===== src/rtl/ram_writer_pkg.sv =====
// Shared types for the RAM pattern writer: data-pattern modes, FSM state encoding
// and the sizing helper for the delay/gap counter.
package ram_writer_pkg;

    typedef enum logic [1:0] {
        MODE_INC   = 2'b00,
        MODE_CONST = 2'b01,
        MODE_WALK  = 2'b10,
        MODE_ADDR  = 2'b11
    } ram_mode_t;

    typedef enum logic [2:0] {
        ST_IDLE      = 3'd0,
        ST_INIT_WAIT = 3'd1,
        ST_WRITE     = 3'd2,
        ST_GAP_WAIT  = 3'd3,
        ST_DONE      = 3'd4
    } ram_state_t;

    // The counter is loaded with (cycles - 1), so it only has to hold max(a, b) - 1.
    function automatic int cnt_width(input int a, input int b);
        int m;
        m = (a > b) ? a : b;
        return (m < 2) ? 1 : $clog2(m);
    endfunction

endpackage


===== src/rtl/ram_pattern_gen.sv =====
// Data for word index n: four selectable lane patterns, all lane arithmetic mod 2^LANE_W.
// Purely combinational; the caller registers the result.
module ram_pattern_gen
    import ram_writer_pkg::*;
#(
    parameter int LANE_W = 16,
    parameter int LANES  = 4,
    parameter int ADDR_W = 14,
    localparam int DATA_W = LANE_W * LANES
) (
    input  ram_mode_t           i_mode,
    input  logic [LANE_W-1:0]   i_seed,
    input  logic [ADDR_W:0]     i_n,
    input  logic [ADDR_W-1:0]   i_addr,
    output logic [DATA_W-1:0]   o_data
);

    localparam int SW = LANE_W + ADDR_W + 2;
    localparam logic [LANE_W-1:0] LANE_ONE = LANE_W'(1);

    logic [SW-1:0]     w_sum;
    logic [SW-1:0]     w_sh;
    logic [LANE_W-1:0] w_lane;

    always_comb begin
        w_sum  = SW'(i_seed) + SW'(i_n);
        w_sh   = w_sum % SW'(LANE_W);
        w_lane = '0;
        o_data = '0;
        for (int k = 0; k < LANES; k++) begin
            case (i_mode)
                MODE_INC:   w_lane = i_seed + LANE_W'(i_n) * LANE_W'(LANES) + LANE_W'(k);
                MODE_CONST: w_lane = i_seed;
                MODE_WALK:  w_lane = LANE_ONE << w_sh;
                MODE_ADDR:  w_lane = LANE_W'(i_addr) * LANE_W'(LANES) + LANE_W'(k);
                default:    w_lane = '0;
            endcase
            o_data[k*LANE_W +: LANE_W] = w_lane;
        end
    end

endmodule


===== src/rtl/ram_pattern_writer.sv =====
// RAM fill engine: writes i_count patterned words from i_base_addr, first strobe START_DELAY+1
// cycles after start, one word per 1+GAP cycles; a low i_ready holds the strobe, address and data.
module ram_pattern_writer
    import ram_writer_pkg::*;
#(
    parameter int LANE_W      = 16,
    parameter int LANES       = 4,
    parameter int ADDR_W      = 14,
    parameter int START_DELAY = 5,
    parameter int GAP         = 1,
    localparam int DATA_W     = LANE_W * LANES
) (
    input  logic                i_clk,
    input  logic                i_rst_n,
    input  logic                i_start,
    input  logic [1:0]          i_mode,
    input  logic [ADDR_W-1:0]   i_base_addr,
    input  logic [ADDR_W:0]     i_count,
    input  logic [LANE_W-1:0]   i_seed,
    input  logic                i_ready,
    output logic [DATA_W-1:0]   o_data,
    output logic [ADDR_W-1:0]   o_address,
    output logic [DATA_W/8-1:0] o_byteen,
    output logic                o_wbit,
    output logic                o_busy,
    output logic                o_done
);

    localparam int CNT_W    = cnt_width(START_DELAY, GAP);
    localparam int DLY_LOAD = (START_DELAY > 0) ? START_DELAY - 1 : 0;
    localparam int GAP_LOAD = (GAP > 0) ? GAP - 1 : 0;
    localparam logic [ADDR_W:0]   N_ONE = (ADDR_W+1)'(1);
    localparam logic [ADDR_W-1:0] A_ONE = ADDR_W'(1);
    localparam logic [CNT_W-1:0]  C_ONE = CNT_W'(1);

    ram_state_t          r_state;
    ram_mode_t           r_mode;
    logic [LANE_W-1:0]   r_seed;
    logic [ADDR_W:0]     r_count;
    logic [ADDR_W:0]     r_n;
    logic [ADDR_W-1:0]   r_addr;
    logic [CNT_W-1:0]    r_cnt;
    logic [DATA_W-1:0]   r_data;
    logic                r_wbit;
    logic                r_busy;
    logic                r_done;

    ram_state_t          w_state_nxt;
    ram_mode_t           w_mode_nxt;
    logic [LANE_W-1:0]   w_seed_nxt;
    logic [ADDR_W:0]     w_count_nxt;
    logic [ADDR_W:0]     w_n_nxt;
    logic [ADDR_W-1:0]   w_addr_nxt;
    logic [CNT_W-1:0]    w_cnt_nxt;
    logic [DATA_W-1:0]   w_gen_data;
    logic                w_start;
    logic                w_accept;
    logic                w_last;

    assign w_start  = ((r_state == ST_IDLE) || (r_state == ST_DONE)) && i_start;
    assign w_accept = r_wbit && i_ready;
    assign w_last   = ((r_n + N_ONE) == r_count);

    always_comb begin
        w_state_nxt = r_state;
        w_mode_nxt  = r_mode;
        w_seed_nxt  = r_seed;
        w_count_nxt = r_count;
        w_n_nxt     = r_n;
        w_addr_nxt  = r_addr;
        w_cnt_nxt   = r_cnt;
        case (r_state)
            ST_IDLE, ST_DONE: begin
                if (w_start) begin
                    w_mode_nxt  = ram_mode_t'(i_mode);
                    w_seed_nxt  = i_seed;
                    w_count_nxt = i_count;
                    w_n_nxt     = '0;
                    w_addr_nxt  = i_base_addr;
                    w_cnt_nxt   = CNT_W'(DLY_LOAD);
                    // A zero-length run still spends one busy cycle in INIT_WAIT before DONE.
                    if ((i_count == '0) || (START_DELAY != 0)) begin
                        w_state_nxt = ST_INIT_WAIT;
                    end else begin
                        w_state_nxt = ST_WRITE;
                    end
                end
            end
            ST_INIT_WAIT: begin
                if (r_count == '0) begin
                    w_state_nxt = ST_DONE;
                end else if (r_cnt == '0) begin
                    w_state_nxt = ST_WRITE;
                end else begin
                    w_cnt_nxt = r_cnt - C_ONE;
                end
            end
            ST_WRITE: begin
                if (w_accept) begin
                    if (w_last) begin
                        w_state_nxt = ST_DONE;
                    end else begin
                        w_n_nxt    = r_n + N_ONE;
                        w_addr_nxt = r_addr + A_ONE;
                        if (GAP == 0) begin
                            w_state_nxt = ST_WRITE;
                        end else begin
                            w_state_nxt = ST_GAP_WAIT;
                            w_cnt_nxt   = CNT_W'(GAP_LOAD);
                        end
                    end
                end
            end
            ST_GAP_WAIT: begin
                if (r_cnt == '0) begin
                    w_state_nxt = ST_WRITE;
                end else begin
                    w_cnt_nxt = r_cnt - C_ONE;
                end
            end
            default: w_state_nxt = ST_IDLE;
        endcase
    end

    // Fed with next-cycle values so the data register lines up with the address register.
    ram_pattern_gen #(
        .LANE_W (LANE_W),
        .LANES  (LANES),
        .ADDR_W (ADDR_W)
    ) u_gen (
        .i_mode (w_mode_nxt),
        .i_seed (w_seed_nxt),
        .i_n    (w_n_nxt),
        .i_addr (w_addr_nxt),
        .o_data (w_gen_data)
    );

    always_ff @(posedge i_clk or negedge i_rst_n) begin
        if (!i_rst_n) begin
            r_state <= ST_IDLE;
            r_mode  <= MODE_INC;
            r_seed  <= '0;
            r_count <= '0;
            r_n     <= '0;
            r_addr  <= '0;
            r_cnt   <= '0;
            r_data  <= '0;
            r_wbit  <= 1'b0;
            r_busy  <= 1'b0;
            r_done  <= 1'b0;
        end else begin
            r_state <= w_state_nxt;
            r_mode  <= w_mode_nxt;
            r_seed  <= w_seed_nxt;
            r_count <= w_count_nxt;
            r_n     <= w_n_nxt;
            r_addr  <= w_addr_nxt;
            r_cnt   <= w_cnt_nxt;
            if (w_start || w_accept) begin
                r_data <= w_gen_data;
            end
            r_wbit  <= (w_state_nxt == ST_WRITE);
            r_busy  <= (w_state_nxt != ST_IDLE) && (w_state_nxt != ST_DONE);
            r_done  <= (w_state_nxt == ST_DONE);
        end
    end

    assign o_data    = r_data;
    assign o_address = r_addr;
    assign o_byteen  = '1;
    assign o_wbit    = r_wbit;
    assign o_busy    = r_busy;
    assign o_done    = r_done;

endmodule


===== config.mk =====
export PLATFORM = sky130hd
export DESIGN_NAME = ram_pattern_writer
export DESIGN_NICKNAME = d
export VERILOG_FILES = /design/src/rtl/ram_writer_pkg.sv /design/src/rtl/ram_pattern_gen.sv /design/src/rtl/ram_pattern_writer.sv
export SDC_FILE = /design/constraint.sdc
export NUM_CORES = 1
export LEC_CHECK = 0
export BUFFER_PORTS_ARGS = -buffer_cell sky130_fd_sc_hd__buf_2
export CORE_UTILIZATION = 25
export DETAILED_ROUTE_END_ITERATION = 8
export PLACE_DENSITY_LB_ADDON = 0.12
export SETUP_SLACK_MARGIN = 0.15
export SLEW_MARGIN = 20
export SYNTH_ARGS = -nofsm -noshare
export SYNTH_HDL_FRONTEND = slang
export SYNTH_SLANG_ARGS = --single-unit

===== constraint.sdc =====
create_clock -name i_clk -period 13.1 [get_ports i_clk]
set_input_delay 2.62 -clock i_clk [delete_from_list [all_inputs] [get_ports i_clk]]
set_output_delay 2.62 -clock i_clk [all_outputs]
set_load 0.05 [all_outputs]

==> results_dict.tcl, run 1 <==
set metrics [dict create \
    final.setup_skew_ns 0.0153 \
    grt_pass1_vias 7935 \
    placementRows 68 \
    place_ws_ns 5.84 \
    hold_slack_ns 0.490 \
    switchingPower_uw 1640 \
    finalSetupViolCount 0 \
    port_buffers 131 \
    ys_warn_count 0 \
    end_kind "register" \
    slew-limit-headroom 0.310 \
    p_clk_frac 0.157 \
    pwr-share-seq 0.243 \
    status "finished, final reports clean" \
    p_leak_uw 0.00449 \
    worst-path-max-fanout 11 \
    cts-resized-gates 0 \
    numCtsBuffers 17 \
    root_buffer "clkbuf_16" \
    swShare 0.548 \
    synth_area_um2 8770 \
    dieArea_um2 35800 \
    p_int_uw 1360 \
    synth.top_cell.area_share 0.379 \
    cts_setup_buffers 0 \
    synth_cell_types 82 \
    synth-edff-count 0 \
    nets 1211 \
    arrival_ns 7.18 \
    die_y_um 189 \
    clkTransAtPathRegs_ns 0.06 \
    drtPass1Iterations 5 \
    antenna_found_initial 0 \
    viasPerCell 5.11 \
    clkLatencyLatePin_ns 0.44 \
    htreeDepth 4 \
    avgSynthCellArea_um2 8.52 \
    area_growth_syn_to_layout_pct 18.3 \
    crit_start "r_n[0]$_DFF_PN0_" \
    timing.final.ws_setup_ns 6.23 \
    wl_mm 32.3 \
    clkSinkCount 133 \
    fillers 3770 \
    synth-simple-area-share 0.249 \
    drv_cap 0 \
    synth_xor_area_frac 0.0499 \
    layout.cells.most_common_list "173 x nand2_1, 133 x dfrtp_1, 130 x buf_2, 86 x nor2_1, 61 x a21oi_1" \
    rsz0062_at_grt "no" \
    finalHoldViolCount 0 \
    antenna_left 0 \
    min_period_ns 6.87 \
    num_io_pins 140 \
    synthMuxAreaShare 0.0243 \
    fmax_mhz 146 \
    grt_start_max_net_pins 75 \
    drive_above_1_share 0.181 \
    synth-compound-area-share 0.217 \
    critPathLaunchType "register" \
    final_common_cell "nand2_1" \
    cts_tree "yes" \
    syn_inst 1030 \
    initial_core_util 0.254 \
    gr-total-overflow 0 \
    yosysSeqAreaShare 0.379 \
    track_usage 0.182 \
    wire_per_inst_um 20.2 \
    ctsHoldBuffers 0 \
    dp_hpwl_mm 24.1 \
    rr_startpoint "r_n[0]$_DFF_PN0_" \
    hp-class "register to register" \
    antenna_cells 0 \
    drc 0 \
    ff_latch_area_um2 3330 \
    synth_top_family_by_area "simple AND/OR/NAND/NOR gates" \
    vias 8199 \
    die_x_um 189 \
    synth_ff_type "dfrtp_1" \
    min_from "o_data[10]$_DFFE_PN0P_" \
    cts_buffer_depth 2 \
    multi_input_area_um2 5100 \
    setup_tns_ns 0 \
    tightestPinTransition_ns 1.02 \
    p_per_area_nw_per_um2 289 \
    drt_iter0_drc 554 \
    ys_ff_latch 133 \
    slew_viol_final 0 \
    critPathKind "register to register" \
    grt_first_pass_wirelength_mm 49.2 \
    required_ns 13.41 \
    async_flop_share 1.00 \
    coreArea_um2 34500 \
    place_congestion 0.862 \
    max-vdd-ir-drop_uv 155 \
    synthAdderAreaFrac 0.0365 \
    period_share 0.525 \
    synth_area_leaders "dfrtp_1 38%, nand2_1 7.5%, nor2_1 3.7%, a21oi_1 3.5%, ha_1 3.4%" \
    combPwrFrac 0.600 \
    synth_top_area_cell "dfrtp_1" \
]
==> layer usage <==
layer  share of wire  global-route usage  vias to the layer above  routed length (µm)
met2            0.45               0.284                      236               14600
li1                -                   -                     3975                   -
met1            0.48               0.254                     3958               15400
met4           0.021              0.0506                        0                 667
met5               0                   0                        -                   0
met3           0.051              0.0356                       30                1640
==> state kept, by name, indices dropped and copies added, names as in the netlist <==
signal     cells
r_n           15
r_cnt          3
o_address     14
o_busy         1
r_mode         2
r_seed        16
o_data        62
o_wbit         1
r_count       15
o_done         1
r_state        3
==> path summary, 6_finish.rpt <==
path,to,slack [ns],depth (start not counted)
setup / recovery,o_data[31]$_DFFE_PN0P_,6.23,18
hold / removal,o_data[10]$_DFFE_PN0P_,0.49,1
setup reg to reg,o_data[31]$_DFFE_PN0P_,6.23,18
hold reg to reg,o_data[10]$_DFFE_PN0P_,0.49,1
max in group asynchronous,o_data[5]$_DFFE_PN0P_,9.50,2
min in group asynchronous,r_count[0]$_DFFE_PN0P_,2.19,1
==> kinds of logic (layout without fill, tap and decap cells) <==
kind of cell | count (synthesis) | count (layout)
AOI/OAI and AO/OA | 269 | 269
xor gates and xnor gates | 47 | 47
adders and majority gates | 25 | 25
buffers and inverters | 86 | 197
DFF | 133 | 133
muxes | 21 | 21
other | 1 | 8
and+or+nand+nor | 448 | 448
==> per-stage QoR <==
stage / util / total power [µW] / std cells / area [µm²]
after global routing: 0.300 / 3210 / 1603 / 10400
after global placement: 0.284 / 2550 / 1571 / 9810
final: 0.300 / 3000 / 1603 / 10400
after CTS: 0.300 / 3030 / 1603 / 10400
after detailed placement: 0.284 / 2540 / 1571 / 9820
after floorplan: - / 2030 / 1037 / 8800
==> critical path, cell delays in order, from the launching register on <==
cell and delay (ns):
dfrtp_1 0.53, ha_1 0.30, nand3_1 0.40, nor2_1 0.53
nand3_1 0.24, o32a_1 0.50, nor4_4 0.64, nor2_1 0.25
nand2_1 0.15, mux2i_1 0.37, ha_1 0.35, nand3_1 0.25
nor3_1 0.56, nor3_2 0.18, xnor2_4 0.44, nand4_4 0.27
or2_1 0.36, nor4b_1 0.33, nor3_1 0.10
==> power by group through the flow <==
| stage | clock, µW | combinational [µW] | sequential (µW) |
|---|---|---|---|
| 2_1_floorplan | 0 | 929 | 1100 |
| 3_3_place_gp | 0 | 1810 | 739 |
| 3_5_place_dp | 0 | 1800 | 736 |
| 4_1_cts | 486 | 1810 | 732 |
| 5_1_grt | 505 | 1950 | 754 |
| 6_report | 472 | 1800 | 730 |
==> cells in the mapped netlist, drive strengths merged, types with 8 or more instances <==
master and number:
ha 24, a211oi 8, nor2 88, dfrtp 133, a21o 10, o21ai 44, a21oi 61, nor4 12
a31oi 14, nor3 42, o211ai 19, o31ai 10, xor2 13, buf 20, mux2i 19, nand3 31
and2 12, xnor2 34, or3 15, o311ai 14, nand4 18, o21a 11, inv 25, clkbuf 41
nand2b 15, nand2 176, o22a 11
==> layout make-up <==
cell class / instances / area share
Timing Repair Buffer: 140 / 0.0703
Multi-Input combinational cell: 818 / 0.491
Sequential cell: 133 / 0.321
Clock inverter: 14 / 0.0123
Tap cell: 455 / 0.0549
Inverter: 25 / 0.00904
Clock buffer: 18 / 0.0414
Power figures use the tool's default switching activity.
==> run 2, diff against run 1 <==
--- a/config.mk
+++ b/config.mk
@@ -5,6 +5,7 @@
 export SDC_FILE = /design/constraint.sdc
 export NUM_CORES = 1
 export LEC_CHECK = 0
+export ABC_AREA = 1
 export BUFFER_PORTS_ARGS = -buffer_cell sky130_fd_sc_hd__buf_2
 export CORE_UTILIZATION = 25
 export DETAILED_ROUTE_END_ITERATION = 8
==> constraint.sdc (replaced) <==
create_clock -name i_clk -period 6.3 [get_ports i_clk]
set_input_delay 1.26 -clock i_clk [delete_from_list [all_inputs] [get_ports i_clk]]
set_output_delay 1.26 -clock i_clk [all_outputs]
set_load 0.05 [all_outputs]
==> run 2 against run 1 <==
  * Combinational power increased by 140%
  * Sequential cell count unchanged
  * Via count increased by 4.2%
  * Cell area increased by 1.5%
  * Non-clock buffer count increased by 1
  * Largest cell class unchanged
  * Highest routed layer unchanged
  * First-iteration DRC count decreased by 2.0%
  * Critical path type unchanged
  * Utilization increased by 0.38 points
  * Hold slack got worse by 0.0050 ns
  * Wire length decreased by 5.6%
  * Sequential share of layout area decreased by 0.48 points
  * Fmax increased by 30%
==> results_dict.tcl, run 2 <==
set metrics [dict create \
    synth_top_area_cell "dfrtp_1" \
    initial_core_util 0.254 \
    switchingPower_uw 3950 \
    tightestPinTransition_ns 1.00 \
    synthMuxAreaShare 0 \
    finalSetupViolCount 0 \
    r2r_slack_ns 1.01 \
    p_clk_frac 0.149 \
    hold_slack_ns 0.485 \
    cts_buffer_depth 2 \
    synth_area_leaders "dfrtp_1 38%, nand2_1 14%, inv_1 6.8%, nand3_1 6.4%, nor2_1 4.8%" \
    cts-resized-gates 0 \
    drc 0 \
    htreeDepth 4 \
    ctsHoldBuffers 0 \
    r2r_cells 30 \
    setup_tns_ns 0 \
    dp_hpwl_mm 23.8 \
    swShare 0.571 \
    fin_area_um2 10500 \
    worst-path-max-fanout 11 \
    cts_setup_buffers 0 \
    viasPerCell 4.66 \
    async_flop_share 1.00 \
    synth_top_family_by_area "simple AND/OR/NAND/NOR gates" \
    drv_cap 0 \
    drive_above_1_share 0.186 \
    finalHoldViolCount 0 \
    end_kind "register" \
    port_buffers 131 \
    wire_per_inst_um 16.6 \
    final_common_cell "nand2_1" \
    track_usage 0.177 \
    area_growth_syn_to_layout_pct 19.7 \
    antenna_cells 0 \
    cp_common_cell "nand2_1" \
    synth_common_cells "321 x nand2_1, 159 x inv_1, 133 x dfrtp_1" \
    max_stage_delay_ns 0.45 \
    coreArea_um2 34600 \
    placed_cell_area_um2 9950 \
    antenna_found_initial 0 \
    clkLatencyLatePin_ns 0.45 \
    combPwrFrac 0.629 \
    drtPass1Iterations 5 \
    slew_viol_final 0 \
    antenna_left 0 \
    root_buffer "clkbuf_16" \
    max-vdd-ir-drop_uv 287 \
    clkSinkCount 133 \
    nets 1442 \
    place_congestion 0.849 \
    final.setup_skew_ns 0.0121 \
    placementRows 68 \
    min_period_ns 5.29 \
    ys_ff_latch 133 \
    wl_mm 30.5 \
    dieArea_um2 35900 \
    critPathKind "register to register" \
    synth-compound-area-share 0.144 \
    fmax_mhz 189 \
    grt_pass1_vias 8398 \
    synthAdderAreaFrac 0.0364 \
    period_share 0.840 \
    fin_cells 1834 \
    yosysSeqAreaShare 0.378 \
    required_ns 6.64 \
    synth_ff_type "dfrtp_1" \
    layout.cells.most_common_list "321 x nand2_1, 159 x inv_1, 133 x dfrtp_1, 130 x buf_2, 113 x nand3_1" \
    cpMaxStageDelayCell "dfrtp_1" \
    slew-limit-headroom 0.327 \
    synth-edff-count 0 \
    p_leak_uw 0.00502 \
    p_int_uw 2970 \
    synth_cell_types 52 \
    largest_register_ffs 62 \
    avgSynthCellArea_um2 7.11 \
    hp-class "register to register" \
    drt_iter0_drc 543 \
    numCtsBuffers 17 \
    grt_start_max_net_pins 93 \
    r2r-end "o_data[44]$_DFFE_PN0P_" \
    ys_warn_count 0 \
    synth_xor_area_frac 0.00882 \
    rsz0062_at_grt "no" \
    die_y_um 190 \
    synth-simple-area-share 0.336 \
    rr_startpoint "r_n[0]$_DFF_PN0_" \
    clkTransAtPathRegs_ns 0.06 \
    vias 8544 \
    gr-total-overflow 0 \
    pwr-share-seq 0.223 \
    synth.most_common_cell "nand2_1" \
    p_per_area_nw_per_um2 657 \
    dp_cells 1802 \
    hold_path_depth 2 \
    synth.top_cell.area_share 0.378 \
    cts_tree "yes" \
    critPathLaunchType "register" \
    arrival_ns 5.63 \
    holdPathEnd "r_cnt[1]$_DFFE_PN0P_" \
    fillers 3815 \
    num_io_pins 140 \
    synth_area_um2 8800 \
    status "finished, final reports clean" \
    min_from "r_cnt[1]$_DFFE_PN0P_" \
    die_x_um 190 \
    syn_inst 1237 \
    grt_first_pass_wirelength_mm 48.3 \
]
run 2: cell count changes after synthesis, sizes merged, moves of 15 or more:
cell    delta
clkbuf    -17
inv      +143
mux2i     -19
nand2    +172
nand2b    -15
nand3     +86
nor2      +49
nor3      -29
o21ai     +39
or3       -15
xnor2     -31
run 2: how the worst max path moves through the flow:
| stage | startpoint | end | cells after the start |
|---|---|---|---|
| after floorplan | i_start | o_data[30]$_DFFE_PN0P_ | 20 |
| after global placement | r_n[0]$_DFF_PN0_ | o_data[60]$_DFFE_PN0P_ | 30 |
| after detailed placement | r_n[0]$_DFF_PN0_ | o_data[44]$_DFFE_PN0P_ | 30 |
| after CTS | r_n[0]$_DFF_PN0_ | o_data[44]$_DFFE_PN0P_ | 30 |
| after global routing | r_n[0]$_DFF_PN0_ | o_data[60]$_DFFE_PN0P_ | 30 |
| final | r_n[0]$_DFF_PN0_ | o_data[44]$_DFFE_PN0P_ | 30 |
run 2: worst max-delay path, delay by kind of cell (launching register included):
kind / cells / cell delay (ns)
AO/OA/AOI/OAI: 3 / 0.92
buffers and inverters: 5 / 0.52
adder cells (fa/ha/maj): 2 / 0.59
flip-flops: 1 / 0.45
AND/OR/NAND/NOR: 20 / 2.68
run 2: metal layers:
metal | vias up | track usage | part of all wire
li1 | 4312 | - | -
met1 | 4036 | 0.247 | 0.50
met2 | 172 | 0.276 | 0.45
met3 | 24 | 0.0339 | 0.042
met4 | 0 | 0.0515 | 0.015
met5 | - | 0 | 0
run 2: kinds of logic after synthesis:
kind of cell    after synthesis
simple gates                650
compound gates              210
buf+inv                     210
flops                       133
fa+ha+maj                    25
xor+xnor                      8
other cells                   1
run 2: metrics by stage:
| step | worst slack [ns] | utilization | total power (µW) |
|---|---|---|---|
| after CTS | 1.00 | 0.304 | 7010 |
| final | 1.01 | 0.304 | 6920 |
| after global placement | 1.08 | 0.287 | 5960 |
| after floorplan | 2.14 | - | 4680 |
| after global routing | 0.442 | 0.304 | 7510 |
| after detailed placement | 1.02 | 0.287 | 5930 |
run 2: power groups by stage:
stage	combinational, µW	sequential [µW]	clock, µW
floorplan	2310	2380	0
global placement	4400	1570	0
detailed placement	4370	1560	0
CTS	4390	1550	1060
global route	4820	1590	1090
finish	4350	1540	1030
run 2: cell type report:
class	instances	area (µm²)	area share
clock buffer	20	457	0.0433
tap	455	569	0.0540
multi-input combinational	901	4670	0.443
clock inverter	12	129	0.0122
timing repair buffer	141	737	0.0700
sequential	133	3330	0.316
inverter	172	648	0.0615
==> run 3, diff against run 2 <==
==> constraint.sdc (replaced) <==
create_clock -name i_clk -period 5.4 [get_ports i_clk]
set_input_delay 1.08 -clock i_clk [delete_from_list [all_inputs] [get_ports i_clk]]
set_output_delay 1.08 -clock i_clk [all_outputs]
set_load 0.05 [all_outputs]
==> run 3 against run 2 <==
  * Clock skew about the same
  * Worst setup slack got worse by 0.38 ns
  * Die area unchanged
  * Cell area increased by 1.0%
  * Via count increased by 2.4%
  * Power increased by 17%
  * Fmax increased by 11%
  * Final cell count increased by 0.65%
  * Hold slack improved by 0.0033 ns
  * Sequential cell count unchanged
  * Clock power increased by 12%
  * Sequential power increased by 17%
  * Largest power group unchanged
==> results_dict.tcl, run 3 (synthesis gave the netlist of run 2 again) <==
set metrics [dict create \
    status "finished, final reports clean" \
    drc 0 \
    largest_register_ffs 62 \
    period_share 0.883 \
    slew_viol_final 0 \
    numCtsBuffers 17 \
    hp-class "register to register" \
    worst-path-max-fanout 11 \
    placementRows 68 \
    min_period_ns 4.77 \
    critPathLaunchType "register" \
    final.setup_skew_ns 0.0121 \
    path_buf_inv 6 \
    drive_above_1_share 0.197 \
    vias 8751 \
    viasPerCell 4.74 \
    grt_pass1_vias 8641 \
    area_growth_syn_to_layout_pct 21.0 \
    cpMaxStageDelayCell "dfrtp_1" \
    p_int_uw 3460 \
    drtPass1Iterations 5 \
    clkTransAtPathRegs_ns 0.06 \
    switchingPower_uw 4650 \
    fillers 3815 \
    nets 1454 \
    gr-total-overflow 0 \
    end_kind "register" \
    finalSetupViolCount 0 \
    cts_tree "yes" \
    wl_mm 30.8 \
    antenna_cells 0 \
    finalPower_uw 8120 \
    antenna_found_initial 0 \
    tightestPinTransition_ns 0.978 \
    antenna_left 0 \
    max_stage_delay_ns 0.42 \
    num_io_pins 140 \
    arrival_ns 5.11 \
    grt_first_pass_wirelength_mm 49.0 \
    ctsHoldBuffers 0 \
    clkSinkCount 133 \
    drt_iter0_drc 561 \
    cpLargestDelayFamily "simple AND/OR/NAND/NOR gates" \
    wire_per_inst_um 16.7 \
    setup_tns_ns 0 \
    rsz0062_at_grt "yes" \
    combPwrFrac 0.637 \
    p_clk_frac 0.142 \
    place_congestion 0.864 \
    final_common_cell "nand2_1" \
    fmax_mhz 210 \
    track_usage 0.177 \
    dp_hpwl_mm 23.9 \
    drv_cap 0 \
    cts_buffer_depth 2 \
    dieArea_um2 35900 \
    slew-limit-headroom 0.348 \
    layout.cells.most_common_list "321 x nand2_1, 159 x inv_1, 133 x dfrtp_1, 130 x buf_2, 113 x nand3_1" \
    finalHoldViolCount 0 \
    htreeDepth 4 \
    cp_common_cell "nand2_1" \
    clkLatencyLatePin_ns 0.45 \
    grt_start_max_net_pins 99 \
    p_per_area_nw_per_um2 763 \
    port_buffers 131 \
    die_y_um 190 \
    swShare 0.573 \
    required_ns 5.75 \
    coreArea_um2 34600 \
    initial_core_util 0.254 \
    p_leak_uw 0.00505 \
    pwr-share-seq 0.221 \
    critPathKind "register to register" \
    die_x_um 190 \
    root_buffer "clkbuf_16" \
    max-vdd-ir-drop_uv 347 \
]
run 3: cell count changes in the layout (fill, tap and decap cells not counted), moves of 2 or more:
cell / before / now
clkinv_4: 2 / 4
ha_2: 0 / 2
buf_4: 10 / 21
o22ai_1: 17 / 15
o22ai_2: 1 / 3
o21ai_1: 10 / 12
o21ai_0: 73 / 71
clkinvlp_4: 3 / 5
clkinv_2: 4 / 2
ha_1: 24 / 22
run 3: what timing repair did:
item / CTS / global route
resized for setup: 0 / 9
setup buffers: 0 / 3
endpoints found under the setup margin: 0 / 8
run 3: power groups by stage:
stage / sequential, µW / combinational [µW] / clock [µW]
2_1_floorplan: 2770 / 2690 / 0
3_3_place_gp: 1830 / 5160 / 0
3_5_place_dp: 1810 / 5160 / 0
4_1_cts: 1800 / 5190 / 1180
5_1_grt: 1860 / 5700 / 1220
6_report: 1800 / 5170 / 1150
run 3: path summary, 6_finish.rpt:
check	from	to	slack (ns)	depth (start not counted)
worst max-delay path	r_n[0]$_DFF_PN0_	o_data[44]$_DFFE_PN0P_	0.63	33
worst min-delay path	o_data[30]$_DFFE_PN0P_	o_data[30]$_DFFE_PN0P_	0.49	2
worst max register to register	r_n[0]$_DFF_PN0_	o_data[44]$_DFFE_PN0P_	0.63	33
worst min register to register	o_data[30]$_DFFE_PN0P_	o_data[30]$_DFFE_PN0P_	0.49	2
max in group asynchronous	i_rst_n	r_count[11]$_DFFE_PN0P_	3.52	2
min in group asynchronous	i_rst_n	o_data[46]$_DFFE_PN0P_	0.78	1
run 3: cell type report:
class / count / area (µm²) / area share
Timing Repair Buffer: 152 / 820 / 0.0770
Sequential cell: 133 / 3330 / 0.313
Clock buffer: 18 / 439 / 0.0413
Multi-Input combinational cell: 902 / 4710 / 0.443
Inverter: 172 / 648 / 0.0609
Tap cell: 455 / 569 / 0.0535
Clock inverter: 14 / 130 / 0.0122
run 3: per-stage QoR:
stage	cell area [µm²]	instances	hold slack, ns	utilization	setup slack, ns
after floorplan	8820	1244	0.452	-	1.42
after global placement	10000	1810	0.470	0.289	0.553
after detailed placement	10000	1810	0.469	0.289	0.524
after CTS	10600	1842	0.487	0.305	0.510
after global routing	10600	1846	0.514	0.307	0.156
final	10600	1846	0.488	0.307	0.631
run 3: tightest hold or removal path, cell delays in order, from the launching register on:
cell and delay [ns]:
dfrtp_1 0.34, o21ai_1 0.07, inv_1 0.05
run 3: routing by layer:
metal  global-route usage  vias up  wire [µm]  part of all wire
met5                    0        -          0                 0
met4               0.0434        0        366             0.012
met3               0.0306       21       1240             0.040
met2                0.280      205      13900              0.45
met1                0.249     4182      15300              0.50
li1                     -     4343          -                 -
